## config.mk

```make
export PLATFORM = sky130hd
export DESIGN_NAME = nfu2_accumulator_flat
export DESIGN_NICKNAME = d
export VERILOG_FILES = /design/src/rtl/nfu2_accumulator_if.sv /design/src/rtl/nfu2_accumulator.sv /design/src/flat_wrapper.sv
export SDC_FILE = /design/constraint.sdc
export NUM_CORES = 1
export LEC_CHECK = 0
export BUFFER_PORTS_ARGS = -buffer_cell sky130_fd_sc_hd__clkbuf_2
export CAP_MARGIN = 20
export CORE_MARGIN = 5
export CORE_UTILIZATION = 45
export DETAILED_ROUTE_END_ITERATION = 10
export GPL_TIMING_DRIVEN = 0
export PLACE_DENSITY = 0.79
export SYNTH_ARGS = -nofsm -noshare
export SYNTH_HDL_FRONTEND = slang
export SYNTH_SLANG_ARGS = --single-unit
```

## constraint.sdc

```tcl
create_clock -name clk -period 3.25 [get_ports clk]
set_input_delay 0.65 -clock clk [delete_from_list [all_inputs] [get_ports clk]]
set_output_delay 0.65 -clock clk [all_outputs]
set_load 0.02 [all_outputs]
```

## src/rtl/nfu2_accumulator_if.sv

```systemverilog
// nfu2_accumulator_if
//   Bundles the group configuration, the partial-sum input stream and the
//   result output stream of the NFU-2 accumulator.
//   Ports (by modport):
//     slave  (the accumulator): in  i_cfg_len, i_bias, i_valid, i_psum, i_ready
//                               out o_ready, o_valid, o_res, o_busy
//     master (NFU-1 / NBout side): the mirror image of slave
interface nfu2_accumulator_if #(
    parameter int N     = 16,
    parameter int LEN_W = 8
);
    logic [LEN_W-1:0] i_cfg_len;
    logic [N-1:0]     i_bias;
    logic             i_valid;
    logic             o_ready;
    logic [N-1:0]     i_psum;
    logic             o_valid;
    logic             i_ready;
    logic [N-1:0]     o_res;
    logic             o_busy;

    modport slave (
        input  i_cfg_len, i_bias, i_valid, i_psum, i_ready,
        output o_ready, o_valid, o_res, o_busy
    );

    modport master (
        output i_cfg_len, i_bias, i_valid, i_psum, i_ready,
        input  o_ready, o_valid, o_res, o_busy
    );
endinterface

```

## src/rtl/nfu2_accumulator.sv

```systemverilog
// nfu2_accumulator
//   Accumulates a programmable number of signed partial sums from NFU-1 on
//   top of a bias value, saturates the total to N bits and hands it to the
//   NBout writeback over a valid/ready handshake.
//   Ports:
//     clk  rising-edge clock
//     rst  synchronous active-high reset
//     bus  nfu2_accumulator_if.slave: configuration (i_cfg_len, i_bias),
//          partial-sum stream (i_valid/o_ready/i_psum), result stream
//          (o_valid/i_ready/o_res) and o_busy status
//
//   state   | meaning
//   --------+--------------------------------------------------------------
//   S_IDLE  | waiting for the first beat of a group; samples len and bias
//   S_ACCUM | adding further beats until cnt reaches the sampled length
//   S_DONE  | result presented on o_res/o_valid until the consumer takes it
module nfu2_accumulator #(
    parameter int N     = 16,
    parameter int G     = 4,
    parameter int LEN_W = 8
) (
    input  logic                clk,
    input  logic                rst,
    nfu2_accumulator_if.slave   bus
);

    localparam int ACC_W = N + G;

    typedef enum logic [1:0] {
        S_IDLE  = 2'd0,
        S_ACCUM = 2'd1,
        S_DONE  = 2'd2
    } state_t;

    state_t                    state_q, state_d;
    logic signed [ACC_W-1:0]   acc_q, acc_d;
    logic        [LEN_W-1:0]   cnt_q, cnt_d;
    logic        [LEN_W-1:0]   len_q, len_d;
    logic        [N-1:0]       res_q, res_d;

    logic                      beat;
    logic        [LEN_W-1:0]   len_eff;
    logic        [LEN_W-1:0]   cnt_inc;
    logic signed [ACC_W-1:0]   psum_ext;
    logic signed [ACC_W-1:0]   bias_ext;

    // Clamp the wide accumulator into N bits: the value fits when all bits
    // from the N-bit sign position upward agree.
    function automatic logic [N-1:0] saturate(input logic signed [ACC_W-1:0] v);
        logic [G:0] upper;
        upper = v[ACC_W-1:N-1];
        if ((&upper) || !(|upper)) begin
            return v[N-1:0];
        end else if (v[ACC_W-1]) begin
            return {1'b1, {(N-1){1'b0}}};
        end else begin
            return {1'b0, {(N-1){1'b1}}};
        end
    endfunction

    assign bus.o_ready = (state_q != S_DONE);
    assign bus.o_valid = (state_q == S_DONE);
    assign bus.o_busy  = (state_q != S_IDLE);
    assign bus.o_res   = res_q;

    assign beat     = bus.i_valid && bus.o_ready;
    assign len_eff  = (bus.i_cfg_len == '0) ? LEN_W'(1) : bus.i_cfg_len;
    assign cnt_inc  = cnt_q + LEN_W'(1);
    assign psum_ext = ACC_W'(signed'(bus.i_psum));
    assign bias_ext = ACC_W'(signed'(bus.i_bias));

    always_comb begin
        state_d = state_q;
        acc_d   = acc_q;
        cnt_d   = cnt_q;
        len_d   = len_q;
        res_d   = res_q;

        unique case (state_q)
            S_IDLE: begin
                if (beat) begin
                    acc_d   = bias_ext + psum_ext;
                    len_d   = len_eff;
                    cnt_d   = LEN_W'(1);
                    state_d = (len_eff == LEN_W'(1)) ? S_DONE : S_ACCUM;
                end
            end
            S_ACCUM: begin
                if (beat) begin
                    acc_d = acc_q + psum_ext;
                    cnt_d = cnt_inc;
                    if (cnt_inc == len_q) begin
                        state_d = S_DONE;
                    end
                end
            end
            S_DONE: begin
                if (bus.i_ready) begin
                    state_d = S_IDLE;
                end
            end
            default: begin
                state_d = S_IDLE;
            end
        endcase

        // Result is captured only on entry to DONE so it stays stable while
        // the consumer stalls.
        if ((state_d == S_DONE) && (state_q != S_DONE)) begin
            res_d = saturate(acc_d);
        end
    end

    always_ff @(posedge clk) begin
        if (rst) begin
            state_q <= S_IDLE;
            acc_q   <= '0;
            cnt_q   <= '0;
            len_q   <= LEN_W'(1);
            res_q   <= '0;
        end else begin
            state_q <= state_d;
            acc_q   <= acc_d;
            cnt_q   <= cnt_d;
            len_q   <= len_d;
            res_q   <= res_d;
        end
    end

endmodule

```

## src/flat_wrapper.sv

```systemverilog
// flat-port wrapper written by rule: the top's interface ports become plain ports
module nfu2_accumulator_flat 
#(
    parameter int N     = 16,
    parameter int G     = 4,
    parameter int LEN_W = 8
)
  (clk, rst, bus_i_cfg_len, bus_i_bias, bus_i_valid, bus_i_psum, bus_i_ready, bus_o_ready, bus_o_valid, bus_o_res, bus_o_busy);
  nfu2_accumulator_if #(.N(N), .LEN_W(LEN_W)) bus_i ();
  input  logic clk;
  input  logic rst;
  input wire logic [$bits(bus_i.i_cfg_len)-1:0] bus_i_cfg_len;
  input wire logic [$bits(bus_i.i_bias)-1:0] bus_i_bias;
  input wire logic [$bits(bus_i.i_valid)-1:0] bus_i_valid;
  input wire logic [$bits(bus_i.i_psum)-1:0] bus_i_psum;
  input wire logic [$bits(bus_i.i_ready)-1:0] bus_i_ready;
  output wire logic [$bits(bus_i.o_ready)-1:0] bus_o_ready;
  output wire logic [$bits(bus_i.o_valid)-1:0] bus_o_valid;
  output wire logic [$bits(bus_i.o_res)-1:0] bus_o_res;
  output wire logic [$bits(bus_i.o_busy)-1:0] bus_o_busy;
  assign bus_i.i_cfg_len = bus_i_cfg_len;
  assign bus_i.i_bias = bus_i_bias;
  assign bus_i.i_valid = bus_i_valid;
  assign bus_i.i_psum = bus_i_psum;
  assign bus_i.i_ready = bus_i_ready;
  assign bus_o_ready = bus_i.o_ready;
  assign bus_o_valid = bus_i.o_valid;
  assign bus_o_res = bus_i.o_res;
  assign bus_o_busy = bus_i.o_busy;
  nfu2_accumulator #(.N(N), .G(G), .LEN_W(LEN_W)) u_core (.clk(clk), .rst(rst), .bus(bus_i));
endmodule
```

==> results of run 1 <==
## through the flow
stage / total power, mW / instances / worst slack [ps] / hold WS [ps]
6_report: 2.04 / 763 / 38.3 / 470
2_1_floorplan: 1.34 / 549 / 4.01 / 444
3_3_place_gp: 1.53 / 739 / -849 / 457
3_5_place_dp: 1.56 / 739 / -916 / 461
4_1_cts: 1.95 / 755 / 10.8 / 473
5_1_grt: 2.15 / 763 / -82.7 / 497
## layout by cell type, fill, tap and decap left out, types with 19 or more instances in the layout
cell type,instances
a21oi_1,55
clkbuf_1,21
nor2_1,64
ha_1,32
xnor2_1,19
o21ai_0,25
dfxtp_1,54
clkbuf_2,60
nand2_1,45
## sequential cells by signal, indices dropped and copies added (netlist names)
signal and flops:
u_core.bus.o_res 16, u_core.state_q 2, u_core.acc_q 20, u_core.len_q 8
u_core.cnt_q 8
## worst max-delay path, delay by kind of cell
family,cells,cell delay [ps]
compound gates,8,1640
buf+inv,3,400
fa+ha+maj,2,560
simple gates,1,190
## timing repair
action	CTS	global route
buffers inserted	10	8
pin swaps	8	25
gates resized for setup	19	35
gates cloned	0	1
setup endpoints to repair	16	16
## routing by layer
layer / GRT usage, % / vias to the layer above / part of all wire, %
met5: 0 / - / 0
met4: 5.77 / 0 / 2.2
met3: 2.58 / 21 / 7.5
met2: 36.1 / 197 / 47
met1: 30.2 / 2177 / 43
li1: - / 2208 / -
## final cells by class
type / instances / area share (%)
Timing Repair Buffer: 80 / 8.97
Clock buffer: 7 / 1.45
Sequential cell: 54 / 20.5
Multi-Input combinational cell: 454 / 62.8
Buffer: 25 / 2.23
Tap cell: 129 / 3.06
Inverter: 14 / 0.997
## where the power goes
part | switching (mW) | internal (mW)
clock network | 0.206 | 0.149
logic | 0.536 | 0.391
registers | 0.0456 | 0.708
## worst max path at each step
stage	slack [ps]	to	depth (start not counted)	from
floorplan	4	u_core.bus.o_res[1]	12	bus_i_psum[0]
global placement	-850	u_core.bus.o_res[3]	13	bus_i_psum[0]
detailed placement	-920	u_core.bus.o_res[3]	13	bus_i_psum[0]
CTS	10	u_core.bus.o_res[3]	12	bus_i_psum[1]
global route	-80	u_core.bus.o_res[4]	14	bus_i_psum[0]
finish	40	u_core.bus.o_res[4]	14	bus_i_psum[0]
## cells in the mapped netlist, types with 11 or more instances
| library cell | instances | area share [%] |
|---|---|---|
| a211oi_1 | 14 | 2.4 |
| a21o_1 | 11 | 1.9 |
| a21oi_1 | 58 | 6.7 |
| clkbuf_1 | 21 | 1.8 |
| dfxtp_1 | 54 | 25 |
| ha_1 | 36 | 10 |
| inv_1 | 14 | 1.2 |
| nand2_1 | 45 | 3.9 |
| nand3_1 | 16 | 1.9 |
| nor2_1 | 64 | 5.6 |
| o21ai_0 | 31 | 3.6 |
| xnor2_1 | 20 | 4.1 |
| xor2_1 | 16 | 3.3 |
## cells by family (layout without fill, tap and decap cells)
| kind of cell | count (synthesis) | count (layout) | share of synthesized area (%) |
|---|---|---|---|
| flops | 54 | 54 | 25.1 |
| simple gates | 182 | 182 | 20.1 |
| xor+xnor | 36 | 36 | 7.31 |
| compound gates | 191 | 191 | 30.5 |
| fa+ha+maj | 38 | 38 | 11.4 |
| buf+inv | 41 | 126 | 3.98 |
| mux | 7 | 7 | 1.65 |
==> results.md, run 1 <==
- Outcome: finished clean
- Final Hold Fails: 0
- Sink Count: 54
- Syn nets: 631
- Final Cycle Share: a little over nine tenths
- Worst r2r src: u_core.acc_q[0]
- CTS Buf Count: 5
- Starting density of the core: 46.4%
- Filler cells: 892
- Clk_skew: about 7 ps
- Remaining global-route overflow: 0
- Crit path DAT: between 3000 and 4000 ps
- DR vias/cell: 6.03
- Sequential element share of the synthesized area: approximately a quarter
- Min-delay worst type: flop to flop
- WL per Instance: roughly 17 um
- Seq. cell area: 0.00108 mm^2
- Max IR drop VDD: between 200 and 300 uV
- Number of distinct library cells after synthesis: 62
- Skew-Pair Late Insertion Delay: approximately 310 ps
- #FFs+latches synth: 54
- Routed Antenna Nets: 0
- TritonCTS clock tree: yes
- Type of the worst setup path: input pin to flop
- CP max stage delay: slightly above 400 ps
- Max Freq: 311 MHz
- Dpl hpwl: 9850 um
- # hold bufs at CTS: 0
- Clk buf depth: 2
- Die W: 108 um
- Top FF cell, synth: dfxtp_1
- Multi-input logic area: ~0.0033 mm^2
- Final core area utilization: about 57%
- CTS clk-pin slew, worst paths: ~90 ps
- Final setup fails: 0
- Initial antenna violation count: 0
- Ports: 63
- Residual DRC: 0
- Minimum clock period: 3210 ps
- Htree depth: 2
- Avg Cell Area, Syn: between 7 and 8 um^2
- Pre-antenna DRT Iters: 5
- Vias in the first global route: 4252
- Cells on Worst Hold Path: 2
- WP data required: around 3500 ps
- Placed Area: 0.00478 mm^2
- Crit Path Max Fanout: 5
- Full die area: 0.0116 mm^2
- Std-Cell Rows: 35
- Post-synth EDFFs: 0
- Asr flop ratio synth: 0%
- R2R Path End: u_core.bus.o_res[4]
- Layout net count: approximately 700
- Slowest CP cell: fa_2
- Fin. max-slew vios: 0
- DR vias: 4603
- Buffers on Ports: between 60 and 70
- Min-delay src: u_core.len_q[3]
- P_leak: between 2 and 2.5 nW
- Gp weighted congestion: 0.914
- N_diodes: 0
- Cell area after synthesis: 0.00431 mm^2
- Worst Setup End Kind: flop
- Worst setup SP type: input pin
- GRT Resource Usage Total: between 20% and 30%
- Post-Syn Instances: about 550
- RSZ-0062 raised after global routing: true
- Reg2reg path depth: 13
- Pin count of the biggest net entering global routing: 15
- Syn. warnings: 0
- WL final: around 13000 um
- Worst slew margin: 49.9%
- Synthesis-to-layout area growth: 22.3%
- Iter 0 DRT Violations: between 300 and 400
- Max cap viols: 0
- Final Instance Area: around 0.0053 mm^2
- Worst hold endpoint: u_core.len_q[3]
- Share of cells above drive strength 1: between 20% and 30%
- DIE HEIGHT: around 110 um
- Setup TNS: 0 ps
- Internal reg-to-reg setup slack: about 90 ps
- First-pass GRT wire length: between 20000 and 25000 um
- Critical-path cell list: buf_8 -> ha_4 -> fa_2 -> a211oi_2 -> o21ai_2 -> o21ai_2 -> a311oi_2 -> o21ai_1 -> nand3b_1 -> a211oi_4 -> buf_6 -> buf_6 -> o221ai_4 -> a211oi_2
- PwrDens: ~390 mW/mm^2
- Core region area: between 0.009 and 0.01 mm^2
- Worst Tran Pin Value: 748 ps
- Root Driver: clkbuf_8
(Power assumes the default switching activity.)
==> run 2, diff against run 1 <==
CORE_UTILIZATION = 25   (was 45)
PLACE_DENSITY = not set   (was 0.79)
clock period = 3.45 ns   (was 3.25 ns; I/O delays follow)
==> run 2 against run 1 <==
  * Die area is 72% higher
  * Routed wire length is 6.6% higher
  * Sequential share of layout area is 0.11 points higher
  * Critical path depth is 1 lower
  * Via count is 7.1% lower
  * Global-route usage is 8.3 points lower
  * Non-clock buffer count is 11 lower
  * Combinational power is 11% lower
  * Largest cell class unchanged
  * Highest routed layer unchanged
==> results.md, run 2 (synthesis results as in run 1) <==
- DR vias: 4274 (-7.1%)
- Filler cells: 1871 (+110%)
- Pre-antenna DRT Iters: 4 (-1)
- Die W: 141 um (+31%)
- Commonest non-fill, non-tap cell in the layout: nor2_1
- Max Freq: between 300 and 400 MHz
- PwrDens: 386 mW/mm^2 (about the same)
- Share of cells above drive strength 1: 18.0% (-3.9 points)
- Worst Tran Pin Value: 765 ps (+16.7 ps)
- Skew-Pair Late Insertion Delay: 290 ps (-20 ps)
- # hold bufs at CTS: 0 (unchanged)
- WL per Instance: 16.3 um (-4.1%)
- Dpl hpwl: 10600 um (+8.1%)
- Initial antenna violation count: 0 (unchanged)
- CTS clk-pin slew, worst paths: 70 ps (-20 ps)
- Max IR drop VDD: 227 uV (-13%)
- First-pass GRT wire length: 22100 um (+6.6%)
- CTS Buf Count: 5 (unchanged)
- Htree depth: 2 (unchanged)
- P_leak: 2.13 nW (-1.7%)
- Worst setup SP type: input pin
- Residual DRC: 0 (unchanged)
- Max cap viols: 0 (unchanged)
- Routed Antenna Nets: 0 (unchanged)
- Remaining global-route overflow: 0 (unchanged)
- DIE HEIGHT: 141 um (+31%)
- GRT Resource Usage Total: 13.6% (-8.3 points)
- Min-delay worst type: flop to flop
- Sink Count: 54 (unchanged)
- Iter 0 DRT Violations: 327 (+2.2%)
- Type of the worst setup path: input pin to flop
- Layout net count: 705 (-1.5%)
- Final Hold Fails: 0 (unchanged)
- Final Cycle Share: ~96%
- Clk_skew: 7.14 ps (+0.202 ps)
- TritonCTS clock tree: yes
- Total power: 2.02 mW (-0.55%)
- DR vias/cell: 5.04 (-16%)
- Gp weighted congestion: 0.833 (-8.8%)
- WP data required: 3660 ps (+180 ps)
- Setup TNS: 0 ps (unchanged)
- Seq. cell area: 0.00108 mm^2 (unchanged)
- Core region area: 0.0171 mm^2 (+84%)
- N_diodes: 0 (unchanged)
- Final setup fails: 0 (unchanged)
- Ports: 63 (unchanged)
- Buffers on Ports: 61 (unchanged)
- Minimum clock period: ~3300 ps
- Fin. max-slew vios: 0 (unchanged)
- Std-Cell Rows: 48 (+37%)
- Crit path DAT: 3520 ps (+80 ps)
- Finished Layout Cells: 848 (+11%)
- Full die area: 0.0200 mm^2 (+72%)
- Most frequent cells in the layout: nor2_1 (64), clkbuf_2 (61), a21oi_1 (56)
- Starting density of the core: 25.2% (-21 points)
- Largest register FFs: 20 (unchanged)
- Crit Path Max Fanout: 10 (+5)
- Placed cells: 835 (+13%)
- Outcome: finished clean
- Clk buf depth: 2 (unchanged)
- Synthesis-to-layout area growth: 21.6%
- WL final: 13900 um (+6.6%)
- Worst Setup End Kind: flop
- Root Driver: clkbuf_16
- Placed Area: 0.00490 mm^2 (+2.5%)
- Pin count of the biggest net entering global routing: 16 (+1)
- Vias in the first global route: 4185 (-1.6%)
- Multi-input logic area: 0.00320 mm^2 (-3.4%)
- Worst slew margin: 48.8% (-1.1 points)
- Final Instance Area: 0.00524 mm^2 (-0.52%)
- Top reg by flops: u_core.acc_q
==> run 2: cell count changes in the layout (fill, tap and decap cells not counted), sizes merged <==
cell    change
clkbuf      -1
buf        -12
clkinv      +2
==> run 2: layer usage <==
metal / share of wire (%) / up-vias / wire [um] / global-route usage [%]
met5: 0 / - / 0 / 0
met4: 1.2 / 0 / 170 / 3.06
met3: 4.3 / 9 / 591 / 1.58
met2: 46 / 93 / 6310 / 22.0
met1: 49 / 1981 / 6780 / 19.4
li1: - / 2191 / - / -
==> run 2: worst max-delay path: stages <==
cell	delay, ps
clkbuf_2	100
ha_1	390
o211ai_1	130
o211a_1	280
or4_4	510
a31oi_1	160
o22ai_1	120
a21boi_1	160
a2111oi_4	180
buf_4	220
buf_6	160
o221ai_1	170
a211oi_2	220
==> run 2: stage by stage <==
| stage | util, % | setup WS (ps) | hold slack, ps |
|---|---|---|---|
| 5_1_grt | 30.6 | -12.9 | 495 |
| 2_1_floorplan | - | 38.4 | 444 |
| 4_1_cts | 30.0 | 2.87 | 470 |
| 6_report | 30.6 | 141 | 470 |
| 3_5_place_dp | 28.6 | -866 | 461 |
| 3_3_place_gp | 28.6 | -892 | 458 |
==> run 2: worst paths after layout <==
| check | depth (start not counted) | to | from | slack (ps) |
|---|---|---|---|---|
| hold / removal | 2 | u_core.cnt_q[1] | u_core.cnt_q[1] | 470 |
| setup reg to reg | 12 | u_core.bus.o_res[13] | u_core.acc_q[11] | 290 |
| hold reg to reg | 2 | u_core.cnt_q[1] | u_core.cnt_q[1] | 470 |
| setup / recovery | 13 | u_core.bus.o_res[4] | bus_i_psum[2] | 140 |
==> run 2: what timing repair did <==
item	CTS	global route
pin swaps	3	6
endpoints found under the setup margin	16	15
gates resized for setup	12	17
hold endpoints to repair	0	0
setup buffers	4	4
==> run 2: area by class of cell <==
class	count	area share, %
Multi-Input combinational cell	454	61.0
Sequential cell	54	20.6
Timing Repair Buffer	69	7.21
Tap cell	225	5.37
Clock buffer	5	2.39
Buffer	25	2.24
Inverter	14	1.00
Clock inverter	2	0.191
==> run 2: report_power, final <==
| part | internal (mW) | total [mW] | switching (mW) | leakage (nW) |
|---|---|---|---|---|
| combinational | 0.338 | 0.829 | 0.490 | 1.62 |
| sequential | 0.667 | 0.705 | 0.0378 | 0.442 |
| clock | 0.263 | 0.490 | 0.227 | 0.0694 |
| total | 1.27 | 2.02 | 0.756 | 2.13 |
==> run 3, diff against run 2 <==
SETUP_SLACK_MARGIN = 0.5   (was not set)
==> run 3 against run 2 <==
  * Core utilization up 3.5 points
  * Die area did not move
  * Critical path type unchanged
  * Clock power rose by 2%
  * Largest power group unchanged
  * Setup slack better by 62 ps
  * Clock-buffer cell count rose by 1
  * Global-route usage up 0.53 points
  * First-iteration DRC count fell by 18%
  * Power increased by 8.6%
  * Sequential share of layout area is 2.1 points lower
==> results.md, run 3 (synthesis results as in run 1) <==
- Outcome: finished clean
- PwrDens: 377 mW/mm^2 (-2.4%)
- Min-delay worst type: flop to flop
- Reg power frac: 32.3% (-2.5 points)
- Final Instance Area: 0.00584 mm^2 (+11%)
- P_leak: 2.33 nW (+9.5%)
- Gp weighted congestion: 0.844 (+1.3%)
- Type of the worst setup path: input pin to flop
- Worst setup SP type: input pin
- GRT Resource Usage Total: 14.1% (+0.53 points)
- Final Cycle Share: 94.1% (-1.8 points)
- DR vias/cell: 5.08 (+0.84%)
- Sw Pwr: 807 uW (+6.8%)
- DIE HEIGHT: 141 um (unchanged)
- Skew-Pair Late Insertion Delay: 290 ps (about the same)
- PnR worst setup slack: 204 ps (+62.2 ps)
- Buffers on Ports: 61 (unchanged)
- Initial antenna violation count: 0 (unchanged)
- Worst Tran Pin Value: 761 ps (-4.04 ps)
- TritonCTS clock tree: yes
- Largest register FFs: 20 (unchanged)
- Starting density of the core: 25.2% (unchanged)
- Clk_skew: 6.97 ps (-0.172 ps)
- Buffers plus inverters on the worst setup path: 4 (+1)
- # hold bufs at CTS: 0 (unchanged)
- WL final: 14400 um (+4.3%)
- Slowest CP cell: or4_4
- Setup TNS: 0 ps (unchanged)
- Fin. max-slew vios: 0 (unchanged)
- Remaining global-route overflow: 0 (unchanged)
- Worst slew margin: 49.1% (+0.27 points)
- Sw Ratio: 36.7% (-0.61 points)
- Most Used Layer, Global Route: met2
- Sink Count: 54 (unchanged)
- Cell family with most CP delay: compound AO/OA/AOI/OAI gates
- Root Driver: clkbuf_16
- Clk buf depth: 2 (unchanged)
- CTS clk-pin slew, worst paths: 70 ps (about the same)
- Combinational share of power: 44.9% (+3.9 points)
- RSZ-0062 raised after global routing: true
- Worst Setup End Kind: flop
- Multi-input logic area: 0.00349 mm^2 (+9.1%)
- Met3 usage: 1.92% (+0.34 points)
- WL per Instance: 16.6 um (+1.5%)
- Met1 usage: 19.5% (+0.10 points)
- Most frequent cells in the layout: nor2_1 (61), clkbuf_2 (59), dfxtp_1 (54)
- Final Hold Fails: 0 (unchanged)
- Max Freq: 308 MHz (+1.9%)
- Commonest non-fill, non-tap cell in the layout: nor2_1
- CP max stage delay: 560 ps (+50 ps)
- Dpl hpwl: 10700 um (+0.65%)
- WP data required: 3660 ps (about the same)
- Htree depth: 2 (unchanged)
- First-pass GRT wire length: 23000 um (+4.1%)
- Residual DRC: 0 (unchanged)
- Seq. cell area: 0.00108 mm^2 (unchanged)
- Vias in the first global route: 4291 (+2.5%)
- Setup WS pre-CTS: -614 ps (+252 ps)
- Std-Cell Rows: 48 (unchanged)
- Routed Antenna Nets: 0 (unchanged)
- Synthesis-to-layout area growth: 35.4%
- Filler cells: 1803 (-3.6%)
- Ports: 63 (unchanged)
- Iter 0 DRT Violations: 267 (-18%)
- Final core area utilization: 34.1% (+3.5 points)
- Top reg by flops: u_core.acc_q
- Layout net count: 729 (+3.4%)
- Max IR drop VDD: 224 uV (-1.3%)
- Crit path DAT: 3450 ps (-70 ps)
- Minimum clock period: 3250 ps (-62.2 ps)
- Pin count of the biggest net entering global routing: 15 (-1)
- Crit Path Max Fanout: 4 (-6)
- DR vias: 4427 (+3.6%)
- Full die area: 0.0200 mm^2 (unchanged)
- Pre-antenna DRT Iters: 5 (+1)
- Max cap viols: 0 (unchanged)
- N_diodes: 0 (unchanged)
- Placed Area: 0.00500 mm^2 (+2.0%)
- CTS Buf Count: 5 (unchanged)
- Int Power: 1.39 mW (+9.7%)
- Critical-path cell list: buf_8 -> ha_4 -> o211ai_1 -> o211a_1 -> or4_4 -> buf_4 -> a31o_2 -> nand3_2 -> a21oi_4 -> a211oi_2 -> buf_4 -> buf_6 -> o221ai_4 -> a211oi_2
- Final setup fails: 0 (unchanged)
- Clock network fraction of design power: 22.8% (-1.4 points)
- Share of cells above drive strength 1: 27.9% (+9.9 points)
- M2 GR Usage: 23.5% (+1.5 points)
- Die W: 141 um (unchanged)
- Core region area: 0.0171 mm^2 (unchanged)
[run 3: area by class of cell]
cell class / count / area share [%]
multi-input combinational: 454 / 59.8
sequential: 54 / 18.5
timing repair buffer: 91 / 11.1
tap: 225 / 4.82
buffer: 27 / 2.49
clock buffer: 6 / 2.38
inverter: 14 / 0.900
[run 3: final timing paths]
path | from | to | slack [ps] | cells after the start
setup / recovery | bus_i_psum[3] | u_core.bus.o_res[0] | 200 | 14
hold / removal | u_core.len_q[5] | u_core.len_q[5] | 470 | 2
setup reg to reg | u_core.acc_q[4] | u_core.bus.o_res[0] | 290 | 13
hold reg to reg | u_core.len_q[5] | u_core.len_q[5] | 470 | 2
[run 3: power by group through the flow]
stage / sequential [mW] / clock (mW) / combinational, mW
after floorplan: 0.716 / 0 / 0.572
after global placement: 0.719 / 0 / 0.779
after detailed placement: 0.719 / 0 / 0.781
after CTS: 0.709 / 0.506 / 0.904
after global routing: 0.715 / 0.532 / 1.08
final: 0.710 / 0.501 / 0.987
[run 3: per-stage QoR]
stage          power, mW  instances  hold WS, ps
6_report            2.20        871          466
2_1_floorplan       1.29        549          444
3_5_place_dp        1.50        835          460
4_1_cts             2.12        862          470
3_3_place_gp        1.50        835          456
5_1_grt             2.32        871          485
[run 3: repair_timing]
item	4_1_cts	5_1_grt
endpoints found under the setup margin	20	21
gates cloned	3	0
gates resized for setup	55	38
buffers inserted	18	9
pin swaps	33	27
[run 3: worst register-to-register path, stage by stage (launching register included)]
cell and delay (ps):
dfxtp_1 380, ha_4 300, o211ai_1 90, o211a_1 280
or4_4 560, buf_4 170, a31o_2 200, nand3_2 80
a21oi_4 80, a211oi_2 250, buf_4 200, buf_6 150
o221ai_4 110, a211oi_2 230
[run 3: layer usage]
metal	vias to the layer above	wire length, um
li1	2237	-
met1	2078	6880
met3	8	585
met5	-	0
met2	104	6840
met4	0	142
